===== src/rtl/csr_access_arbiter.sv =====
// Two-port (core/debug) arbiter in front of a shared combinational CSR regfile.
// One access in flight: IDLE grant -> ACCESS drive/capture -> RESP hold until accepted.
module csr_access_arbiter #(
    parameter int ADDR_W = 12,
    parameter int DATA_W = 64,
    parameter int CMD_W  = 3
) (
    input  logic              clk_i,
    input  logic              reset_l,
    input  logic              core_req_valid_i,
    output logic              core_req_ready_o,
    input  logic [ADDR_W-1:0] core_req_addr_i,
    input  logic [CMD_W-1:0]  core_req_cmd_i,
    input  logic [DATA_W-1:0] core_req_wdata_i,
    input  logic              dbg_req_valid_i,
    output logic              dbg_req_ready_o,
    input  logic [ADDR_W-1:0] dbg_req_addr_i,
    input  logic [CMD_W-1:0]  dbg_req_cmd_i,
    input  logic [DATA_W-1:0] dbg_req_wdata_i,
    output logic              rsp_valid_o,
    input  logic              rsp_ready_i,
    output logic              rsp_port_o,
    output logic [DATA_W-1:0] rsp_rdata_o,
    output logic              rsp_err_o,
    output logic [ADDR_W-1:0] csr_addr_o,
    output logic [CMD_W-1:0]  csr_cmd_o,
    output logic [DATA_W-1:0] csr_wdata_o,
    input  logic [DATA_W-1:0] csr_rdata_i,
    input  logic              csr_exception_i,
    output logic [15:0]       access_cnt_o
);

    typedef enum logic [1:0] {IDLE, ACCESS, RESP} state_t;

    state_t              state_reg, state_next;
    logic                last_grant_reg;
    logic                req_port_reg;
    logic [ADDR_W-1:0]   req_addr_reg;
    logic [CMD_W-1:0]    req_cmd_reg;
    logic [DATA_W-1:0]   req_wdata_reg;
    logic                rsp_port_reg;
    logic [DATA_W-1:0]   rsp_rdata_reg;
    logic                rsp_err_reg;
    logic [15:0]         cnt_reg;

    logic grant_valid;
    logic grant_port;
    logic accept;
    logic rsp_hs;

    // On a tie the port that did not win last time gets the grant.
    always_comb begin
        grant_valid = core_req_valid_i | dbg_req_valid_i;
        if (core_req_valid_i && dbg_req_valid_i)
            grant_port = ~last_grant_reg;
        else
            grant_port = dbg_req_valid_i;
    end

    // Readies are gated by reset so nothing looks accepted while held in reset.
    assign accept           = reset_l & (state_reg == IDLE) & grant_valid;
    assign core_req_ready_o = accept & ~grant_port;
    assign dbg_req_ready_o  = accept & grant_port;
    assign rsp_hs           = (state_reg == RESP) & rsp_ready_i;

    always_comb begin
        state_next = state_reg;
        case (state_reg)
            IDLE:    if (accept) state_next = ACCESS;
            ACCESS:  state_next = RESP;
            RESP:    if (rsp_ready_i) state_next = IDLE;
            default: state_next = IDLE;
        endcase
    end

    always_ff @(posedge clk_i or negedge reset_l) begin
        if (!reset_l) begin
            state_reg      <= IDLE;
            last_grant_reg <= 1'b1;
            req_port_reg   <= 1'b0;
            req_addr_reg   <= '0;
            req_cmd_reg    <= '0;
            req_wdata_reg  <= '0;
            rsp_port_reg   <= 1'b0;
            rsp_rdata_reg  <= '0;
            rsp_err_reg    <= 1'b0;
            cnt_reg        <= '0;
        end else begin
            state_reg <= state_next;
            if (accept) begin
                last_grant_reg <= grant_port;
                req_port_reg   <= grant_port;
                req_addr_reg   <= grant_port ? dbg_req_addr_i  : core_req_addr_i;
                req_cmd_reg    <= grant_port ? dbg_req_cmd_i   : core_req_cmd_i;
                req_wdata_reg  <= grant_port ? dbg_req_wdata_i : core_req_wdata_i;
            end
            // A no-op command never reports an exception.
            if (state_reg == ACCESS) begin
                rsp_port_reg  <= req_port_reg;
                rsp_rdata_reg <= csr_rdata_i;
                rsp_err_reg   <= csr_exception_i & (req_cmd_reg != '0);
            end
            if (rsp_hs && cnt_reg != 16'hFFFF)
                cnt_reg <= cnt_reg + 16'd1;
        end
    end

    assign csr_addr_o   = (state_reg == ACCESS) ? req_addr_reg  : '0;
    assign csr_cmd_o    = (state_reg == ACCESS) ? req_cmd_reg   : '0;
    assign csr_wdata_o  = (state_reg == ACCESS) ? req_wdata_reg : '0;
    assign rsp_valid_o  = (state_reg == RESP);
    assign rsp_port_o   = rsp_port_reg;
    assign rsp_rdata_o  = rsp_rdata_reg;
    assign rsp_err_o    = rsp_err_reg;
    assign access_cnt_o = cnt_reg;

endmodule


===== config.mk =====
export PLATFORM = sky130hd
export DESIGN_NAME = csr_access_arbiter
export DESIGN_NICKNAME = d
export VERILOG_FILES = /design/src/rtl/csr_access_arbiter.sv
export SDC_FILE = /design/constraint.sdc
export NUM_CORES = 1
export LEC_CHECK = 0
export CAP_MARGIN = 20
export CORE_AREA = 2 2 151 153
export DETAILED_ROUTE_END_ITERATION = 8
export DIE_AREA = 0 0 153 155
export PLACE_DENSITY = 0.72
export SETUP_SLACK_MARGIN = 0.05
export SYNTH_ARGS = -nofsm -noshare
export SYNTH_HDL_FRONTEND = slang
export SYNTH_SLANG_ARGS = --single-unit

===== constraint.sdc =====
create_clock -name clk_i -period 1.7 [get_ports clk_i]
set_input_delay 0.34 -clock clk_i [delete_from_list [all_inputs] [get_ports clk_i]]
set_output_delay 0.34 -clock clk_i [all_outputs]
set_load 0.005 [all_outputs]

==> results of run 1 <==
==> layout make-up <==
cell class | instances | area [sq um]
sequential | 165 | 4130
fill | 1824 | 8760
timing repair buffer | 507 | 5410
multi-input combinational | 419 | 2700
tap | 285 | 357
inverter | 83 | 312
clock buffer | 19 | 433
clock inverter | 12 | 123
==> routing by layer <==
metal	up-vias	routed length (um)	global-route usage [%]
li1	3384	-	-
met1	3533	11200	27.3
met2	350	14000	38.3
met3	47	2270	6.66
met4	0	874	7.80
met5	-	0	0
==> logic make-up after synthesis <==
| logic type | Yosys count | share of synthesized area (%) |
|---|---|---|
| buffers and inverters | 133 | 7.30 |
| and+or+nand+nor | 310 | 20.3 |
| muxes | 1 | 0.210 |
| DFF | 165 | 57.9 |
| adders and majority gates | 1 | 0.175 |
| AOI/OAI and AO/OA | 97 | 12.9 |
| xor gates and xnor gates | 10 | 1.23 |
==> stage by stage <==
stage / cell area, sq um / hold slack [ns] / TNS, ns / worst slack (ns) / instances
after floorplan: 7130 / 0.0444 / 0 / 0.0834 / 717
after global placement: 11700 / 0.451 / -47.99 / -0.340 / 1392
after detailed placement: 11700 / 0.458 / -49.97 / -0.330 / 1392
after CTS: 13000 / 0.0751 / -40.07 / -0.430 / 1472
after global routing: 13500 / 0.102 / -56.43 / -0.474 / 1490
final: 13500 / 0.0594 / -44.27 / -0.418 / 1490
==> Yosys cell counts <==
cell	n
nand2_1	204
dfrtp_1	164
inv_1	83
a222oi_1	79
and2_1	79
clkbuf_1	28
buf_2	17
xnor2_1	7
nand4_1	6
and3_1	5
buf_1	5
nand3_1	4
nor2_1	3
o21ai_0	3
xor2_1	3
a21o_1	2
a21oi_1	2
a31oi_1	2
nand2b_1	2
nand3_2	2
o21a_1	2
a21boi_2	1
a21oi_2	1
a41oi_1	1
and3b_1	1
dfstp_2	1
ha_1	1
mux2_4	1
nor2b_1	1
nor3_2	1
nor3b_2	1
nor4_4	1
o2111ai_1	1
o211ai_1	1
o21ai_1	1
o311ai_0	1
==> critical path, cell delays in order (launching register included) <==
cell,delay [ns]
dfrtp_1,0.38
nor2b_4,0.14
buf_8,0.13
buf_12,0.13
buf_6,0.11
buf_6,0.11
buf_6,0.11
and2_4,0.13
buf_6,0.11
==> worst max-delay path by stage <==
stage / startpoint / to / slack [ns] / cells past startpoint
final: state_reg[0] / csr_wdata_o[55] / -0.42 / 8
after global routing: state_reg[0] / csr_wdata_o[55] / -0.47 / 8
after CTS: state_reg[0] / csr_addr_o[8] / -0.43 / 8
after detailed placement: core_req_valid_i / dbg_req_ready_o / -0.33 / 4
after global placement: core_req_valid_i / dbg_req_ready_o / -0.34 / 4
after floorplan: access_cnt_o[0] / access_cnt_o[1] / 0.08 / 4
==> cell usage in the layout, fill, tap and decap left out, types with 5 or more instances in the layout <==
master           Yosys  layout
xnor2_1              7       7
dlygate4sd2_1        0      22
a222oi_1            79      79
dfrtp_1            164     163
inv_1               83      82
dlymetal6s2s_1       0      48
clkdlybuf4s50_1      0     238
clkinvlp_4           0       5
buf_8                0       6
clkbuf_16            0      20
and2_4               0      55
buf_4                0      60
buf_16               0       8
nand2_1            204     202
nand4_1              6       6
buf_6                0      73
and2_1              79      24
buf_12               0      14
buf_2               17      26
==> repair_timing <==
item                                   4_1_cts  5_1_grt
endpoints found under the hold margin        0        0
setup endpoints to repair                  190      237
pin swaps                                  115       14
resized for setup                          471       94
gates cloned                                12        4
setup buffers                               37       18
==> power groups by stage <==
| stage | Clock (mW) | Sequential, mW | Combinational [mW] |
|---|---|---|---|
| final | 3.73 | 6.67 | 7.43 |
| after global routing | 3.96 | 6.89 | 8.04 |
| after CTS | 3.81 | 6.65 | 7.28 |
| after detailed placement | 0 | 6.70 | 6.47 |
| after global placement | 0 | 6.62 | 6.35 |
| after floorplan | 0 | 6.58 | 2.52 |
==> results.sh, run 1 <==
export IMPL_cts_path_max_buffers=2
export IMPL_cts_tree="done"
export IMPL_numCtsBuffers=17
export IMPL_final_period_utilization_pct=125
export IMPL_pwr_share_seq_pct=37.4
export IMPL_syn_nets=946
export IMPL_max_freq_mhz=472
export IMPL_rsz0062_at_grt="true"
export IMPL_io_pins=392
export IMPL_hold_violations=0
export IMPL_vias=7314
export IMPL_finClkSkew_ns=0.0131
export IMPL_path_class="reg -> out"
export IMPL_path_clk_slew_ns=0.07
export IMPL_grt_pass1_vias=7436
export IMPL_powerDensity_nw_per_um2=1320
export IMPL_gp_congestion=0.827
export IMPL_worstPathRequired_ns=1.36
export IMPL_layout_drive_gt1_share_pct=25.4
export IMPL_synthTopCellsByArea="dfrtp_1, a222oi_1, nand2_1"
export IMPL_synth_cell_types=36
export IMPL_post_dp_hpwl_um=18400
export IMPL_yosysWarnings=0
export IMPL_antenna_found_initial=0
export IMPL_antenna_left=0
export IMPL_grt_max_degree=68
export IMPL_grt_pass1_wl_um=41400
export IMPL_initial_core_util_pct=32.1
export IMPL_status="finished, violations left"
export IMPL_period_needed_ns=2.12
export IMPL_diodes=0
export IMPL_synth_top_cell_by_area="dfrtp_1"
export IMPL_place_port_buffers=391
export IMPL_timing_slew_headroom_pct=53.9
export IMPL_syn_cell_area_sq_um=7130
export IMPL_power_leakage_nw=7.20
export IMPL_violations="setup timing"
export IMPL_comb_power_share_pct=41.7
export IMPL_grt_usage_pct=22.5
export IMPL_seq_area_frac_synth_pct=57.9
export IMPL_fin_util_pct=60.6
export IMPL_p_sw_share_pct=31.3
export IMPL_core_area_sq_um=22200
export IMPL_r2r_cells=9
export IMPL_area_growth_pct=88.8
export IMPL_die_y_um=155
export IMPL_viasPerCell=4.91
export IMPL_startpoint_type="flop"
export IMPL_nNetsFinal=1422
export IMPL_worst_path_max_fanout=4
export IMPL_p_switching_mw=5.58
export IMPL_p_total_mw=17.8
export IMPL_cap_violations=0
export IMPL_setup_viol=165
export IMPL_clock_power_share_pct=20.9
export IMPL_first_pass_iters=9
export IMPL_finalMaxSlewViolations=0
export IMPL_hp_class="in -> async"
export IMPL_worstSetupEndpointType="output pin"
export IMPL_worst_ir_drop_vdd_mv=0.630
export IMPL_ys_ff_latch=165
export IMPL_drc=0
export IMPL_root_buffer="clkbuf_16"
export IMPL_die_width_um=153
export IMPL_p_int_mw=12.3
export IMPL_dieArea_sq_um=23700
export IMPL_num_rows=55
export IMPL_clk_latency_ns=0.42
export IMPL_cts_sinks=165
export IMPL_synth_top_area_share_pct=57.5
export IMPL_setup_ws_ns=-0.418
export IMPL_wl_per_cell_um=19.0
export IMPL_r2r_slack_ns=-0.30
export IMPL_crit_arrival_ns=1.78
export IMPL_routed_wl_um=28400
export IMPL_syn_avg_cell_area_sq_um=9.95
export IMPL_r2r_start="state_reg[1]"
export IMPL_reg2reg_to="req_wdata_reg[25]"
export IMPL_synthCells=717
export IMPL_tightest_slew_ns=0.691
export IMPL_first_iter_violations=678
export IMPL_grt_overflow=0
export IMPL_cts_hold_buffers=0
export IMPL_cts_htree_levels=4
Note: power is estimated with default switching activity, not from simulation.
==> run 2, diff against run 1 <==
--- a/config.mk
+++ b/config.mk
@@ -12,4 +12,5 @@
 export PLACE_DENSITY = 0.72
 export SETUP_SLACK_MARGIN = 0.05
+export SKIP_LAST_GASP = 1
 export SYNTH_ARGS = -nofsm -noshare
 export SYNTH_HDL_FRONTEND = slang
==> constraint.sdc (replaced) <==
create_clock -name clk_i -period 1.7 [get_ports clk_i]
set_input_delay 0.17 -clock clk_i [delete_from_list [all_inputs] [get_ports clk_i]]
set_output_delay 0.17 -clock clk_i [all_outputs]
set_load 0.005 [all_outputs]
==> results.sh, run 2 (same netlist as run 1, synthesis figures left out) <==
export IMPL_finalMaxSlewViolations=0
export IMPL_setup_ws_ns=-0.314
export IMPL_cts_htree_levels=4
export IMPL_use_met1_pct=28.8
export IMPL_cts_path_max_buffers=2
export IMPL_max_freq_mhz=497
export IMPL_power_leakage_nw=6.83
export IMPL_die_width_um=153
export IMPL_cts_sinks=165
export IMPL_dieArea_sq_um=23700
export IMPL_p_total_mw=18.9
export IMPL_hp_class="in -> reg"
export IMPL_hold_violations=0
export IMPL_antenna_found_initial=1
export IMPL_antenna_left=0
export IMPL_worstPathRequired_ns=2.06
export IMPL_period_needed_ns=2.01
export IMPL_crit_arrival_ns=2.38
export IMPL_status="finished, violations left"
export IMPL_gp_congestion=0.808
export IMPL_num_rows=55
export IMPL_grt_pass1_vias=7593
export IMPL_timing_slew_headroom_pct=55.7
export IMPL_cts_tree="done"
export IMPL_met2_usage_pct=41.6
export IMPL_numCtsBuffers=17
export IMPL_wl_per_cell_um=21.0
export IMPL_io_pins=392
export IMPL_powerDensity_nw_per_um2=1350
export IMPL_grt_max_degree=72
export IMPL_post_dp_hpwl_um=17900
export IMPL_final_cell_mix="clkdlybuf4s50_1, nand2_1, dfrtp_1"
export IMPL_fin_util_pct=62.9
export IMPL_setup_viol=160
export IMPL_initial_core_util_pct=32.1
export IMPL_vias=7499
export IMPL_violations="setup timing"
export IMPL_post_dp_cell_area_sq_um=11700
export IMPL_grt_usage_pct=24.0
export IMPL_nNetsFinal=1435
export IMPL_drc=0
export IMPL_grt_overflow=0
export IMPL_routed_wl_um=31600
export IMPL_startpoint_type="flop"
export IMPL_busiest_layer="met2"
export IMPL_place_port_buffers=391
export IMPL_final_common_cell="clkdlybuf4s50_1"
export IMPL_viasPerCell=4.98
export IMPL_first_pass_iters=8
export IMPL_tightest_slew_ns=0.664
export IMPL_rsz0062_at_grt="true"
export IMPL_fin_area_sq_um=14000
export IMPL_path_clk_slew_ns=0.07
export IMPL_cap_violations=0
export IMPL_grt_pass1_wl_um=43600
export IMPL_die_y_um=155
export IMPL_worst_ir_drop_vdd_mv=0.570
export IMPL_core_area_sq_um=22200
export IMPL_layout_drive_gt1_share_pct=27.6
export IMPL_clk_latency_ns=0.43
export IMPL_final_period_utilization_pct=118
export IMPL_root_buffer="clkbuf_16"
export IMPL_worst_path_max_fanout=5
export IMPL_area_growth_pct=96.1
export IMPL_use_met3_pct=6.91
export IMPL_finClkSkew_ns=0.0163
export IMPL_worstSetupEndpointType="flop"
export IMPL_first_iter_violations=770
export IMPL_path_class="reg -> reg"
==> run 2: area by class of cell <==
type / instances / area (sq um)
flip-flops and latches: 165 / 4130
clock inverters: 12 / 133
fillers: 1777 / 8240
multi-input cells: 419 / 2770
well taps: 285 / 357
clock buffers: 20 / 457
inverters: 83 / 312
repair buffers: 520 / 5820
diodes: 1 / 2.50
==> run 2: worst max-delay path, stage by stage, from the launching register on <==
cell and delay [ns]:
dfrtp_1 0.40, buf_6 0.13, nor3b_4 0.24, buf_6 0.14, o21ai_4 0.08, buf_6 0.13
a21oi_4 0.13, buf_6 0.15, buf_12 0.10, clkbuf_16 0.14, clkbuf_16 0.14, a222oi_1 0.08
inv_1 0.07
==> run 2: stage by stage <==
step / hold slack [ns] / TNS (ns) / worst slack (ns) / std cells
after floorplan: -0.126 / 0 / 0.0834 / 717
after global placement: 0.211 / -9.40 / -0.130 / 1390
after detailed placement: 0.214 / -11.56 / -0.154 / 1390
after CTS: 0.247 / -35.54 / -0.319 / 1465
after global routing: 0.269 / -49.65 / -0.374 / 1505
final: 0.272 / -36.72 / -0.314 / 1505
==> run 2: per-layer routing <==
layer | wire length [um] | vias to the layer above | share of wire [%]
met4 | 719 | 0 | 2.3
met5 | 0 | - | 0
met2 | 16400 | 383 | 52
met1 | 12000 | 3643 | 38
met3 | 2540 | 43 | 8.0
li1 | - | 3430 | -
==> run 2: timing repair <==
action | CTS | global route
resized for setup | 460 | 94
setup buffers | 22 | 29
gates cloned | 20 | 20
hold buffers | 1 | 0
setup endpoints to repair | 179 | 372
pin swaps | 106 | 35
hold endpoints to repair | 27 | 0
==> run 2: path summary, 6_finish.rpt <==
| kind | from | endpoint | slack (ns) | depth (start not counted) |
|---|---|---|---|---|
| worst max-delay path | state_reg[1] | req_wdata_reg[60] | -0.31 | 12 |
| worst min-delay path | csr_rdata_i[11] | rsp_rdata_o[11] | 0.27 | 3 |
| worst max register to register | state_reg[1] | req_wdata_reg[60] | -0.31 | 12 |
| worst min register to register | rsp_err_o | rsp_err_o | 0.47 | 2 |
| max in group asynchronous | reset_l | access_cnt_o[14] | 0.40 | 4 |
| min in group asynchronous | reset_l | req_addr_reg[0] | 0.31 | 3 |
==> run 2: power breakdown <==
part	switching (mW)	leakage, nW	total [mW]	internal (mW)
clock network	1.77	0.288	3.93	2.16
logic	3.11	4.49	8.16	5.05
registers	1.07	2.05	6.76	5.70
==> run 3, diff against run 2 <==
- CORE_AREA: 2 2 151 153 -> 2 2 153 155
- CTS_BUF_LIST: default -> sky130_fd_sc_hd__clkbuf_4 sky130_fd_sc_hd__clkbuf_8
- DIE_AREA: 0 0 153 155 -> 0 0 155 157
- PLACE_DENSITY: 0.72 -> 0.7
==> results.sh, run 3 (same netlist as run 1, synthesis figures left out) <==
export IMPL_status="finished, violations left"
export IMPL_violations="DRC, setup timing"
export IMPL_initial_core_util_pct=31.7
export IMPL_cts_htree_levels=4
export IMPL_wl_met2_um=15500
export IMPL_cts_path_max_buffers=2
export IMPL_route_met3_wl_um=2900
export IMPL_dieArea_sq_um=24300
export IMPL_core_area_sq_um=22500
export IMPL_antenna_found_initial=2
export IMPL_die_y_um=157
export IMPL_root_buffer="clkbuf_8"
export IMPL_worstSetupEndpointType="flop"
export IMPL_first_iter_violations=751
export IMPL_grt_overflow=0
export IMPL_path_clk_slew_ns=0.10
export IMPL_nNetsFinal=1425
export IMPL_p_total_mw=17.7
export IMPL_cap_violations=0
export IMPL_num_rows=55
export IMPL_wl_per_cell_um=20.7
export IMPL_r2r_slack_ns=-0.38
export IMPL_reg2reg_to="req_addr_reg[8]"
export IMPL_place_port_buffers=391
export IMPL_met1_length_um=11600
export IMPL_hold_violations=0
export IMPL_first_pass_iters=9
export IMPL_period_needed_ns=2.08
export IMPL_post_dp_cell_area_sq_um=11700
export IMPL_drc=2
export IMPL_crit_arrival_ns=2.40
export IMPL_startpoint="state_reg[1]"
export IMPL_top_layer_used="met4"
export IMPL_setup_ws_ns=-0.377
export IMPL_fin_area_sq_um=13700
export IMPL_r2r_cells=8
export IMPL_final_cell_mix="clkdlybuf4s50_1, nand2_1, dfrtp_1"
export IMPL_clock_power_share_pct=15.7
export IMPL_worstPathRequired_ns=2.02
export IMPL_finClkSkew_ns=0.0148
export IMPL_hp_class="in -> async"
export IMPL_cts_tree="done"
export IMPL_grt_pass1_vias=7320
export IMPL_comb_power_share_pct=46.0
export IMPL_startpoint_type="flop"
export IMPL_post_dp_hpwl_um=18600
export IMPL_p_int_mw=11.9
export IMPL_final_common_cell="clkdlybuf4s50_1"
export IMPL_crit_slowest_cell="a222oi_1"
export IMPL_final_period_utilization_pct=122
export IMPL_die_width_um=155
export IMPL_grt_usage_pct=23.6
export IMPL_crit_top_cell="buf_6"
export IMPL_p_switching_mw=5.72
export IMPL_powerDensity_nw_per_um2=1290
export IMPL_r2r_start="state_reg[1]"
export IMPL_numCtsBuffers=17
export IMPL_grt_pass1_wl_um=43100
export IMPL_finalMaxSlewViolations=0
export IMPL_viasPerCell=5.03
export IMPL_antenna_left=0
export IMPL_cts_sinks=165
export IMPL_worst_path_max_fanout=11
export IMPL_area_growth_pct=92.2
export IMPL_path_class="reg -> reg"
export IMPL_vias=7523
export IMPL_tightest_slew_ns=0.950
export IMPL_layout_drive_gt1_share_pct=26.4
export IMPL_max_freq_mhz=482
export IMPL_worst_ir_drop_vdd_mv=0.648
export IMPL_crit_path_end="req_addr_reg[8]"
export IMPL_fill_cells=1785
export IMPL_max_stage_delay_ns=0.48
export IMPL_power_leakage_nw=6.81
export IMPL_setup_viol=163
export IMPL_clk_latency_ns=0.46
export IMPL_p_sw_share_pct=32.4
export IMPL_pwr_share_seq_pct=38.4
export IMPL_io_pins=392
export IMPL_rsz0062_at_grt="true"
export IMPL_crit_path_cell_trace="buf_6, nor3b_4, buf_6, o21ai_4, clkbuf_16, buf_16, a222oi_1, inv_1"
export IMPL_routed_wl_um=30900
export IMPL_timing_slew_headroom_pct=36.7
export IMPL_grt_max_degree=152
export IMPL_gp_congestion=0.826
[run 3: cell count changes in the layout (fill, tap and decap cells not counted), moves of 6 or more]
cell / previous run / this run
nand2_2: 19 / 0
nand2_1: 184 / 204
and2_4: 54 / 66
clkbuf_8: 2 / 17
clkdlybuf4s50_1: 304 / 295
buf_2: 27 / 18
dlymetal6s2s_1: 4 / 12
buf_12: 16 / 28
clkbuf_16: 32 / 8
buf_4: 41 / 35
and2_1: 25 / 13
[run 3: repair_timing]
item	CTS	global route
pin swaps	74	58
hold buffers	1	0
setup endpoints to repair	176	232
gates resized for setup	380	171
endpoints found under the hold margin	14	0
setup buffers	31	24
gates cloned	23	9
[run 3: worst min-delay path by stage]
stage,depth (start not counted),endpoint,start,slack (ns)
floorplan,0,access_cnt_o[0],reset_l,-0.13
global placement,2,access_cnt_o[11],reset_l,0.14
detailed placement,2,access_cnt_o[15],reset_l,0.14
CTS,3,rsp_rdata_o[57],reset_l,0.17
global route,3,access_cnt_o[15],reset_l,0.19
finish,3,rsp_rdata_o[57],reset_l,0.20
[run 3: critical path, delay by kind of cell (launching register included)]
kind / cells / cell delay (ns)
AO/OA/AOI/OAI: 2 / 0.58
buffers and inverters: 5 / 0.72
flip-flops: 1 / 0.43
AND/OR/NAND/NOR: 1 / 0.20
[run 3: area by class of cell]
| cell class | count | area, sq um | area share (%) |
|---|---|---|---|
| antenna | 4 | 10.0 | 0.0730 |
| inverter | 83 | 312 | 2.27 |
| tap | 285 | 357 | 2.60 |
| sequential | 165 | 4130 | 30.1 |
| clock inverter | 13 | 125 | 0.913 |
| clock buffer | 18 | 241 | 1.76 |
| timing repair buffer | 510 | 5820 | 42.4 |
| multi-input combinational | 419 | 2710 | 19.8 |
[run 3: power groups by stage]
stage	logic [mW]	registers (mW)	clock network (mW)
finish	8.12	6.78	2.77
global route	8.77	6.96	3.03
CTS	7.53	6.70	2.86
detailed placement	6.43	6.74	0
global placement	6.31	6.69	0
floorplan	2.52	6.58	0
[run 3: through the flow]
stage               util [%]  setup TNS, ns  hold WS [ns]  worst slack [ns]  std cells
floorplan                  -              0        -0.126            0.0834        717
global placement        51.9          -5.03         0.142            -0.104       1386
detailed placement      51.9          -8.35         0.135            -0.137       1386
CTS                     58.0         -32.82         0.168            -0.270       1472
global route            60.9         -42.16         0.190            -0.392       1494
finish                  60.9         -28.52         0.203            -0.377       1497
[run 3: layer usage]
layer / vias to the layer above / track usage (%)
li1: 3413 / -
met1: 3633 / 28.2
met2: 416 / 40.5
met3: 61 / 7.13
met4: 0 / 7.98
met5: - / 0
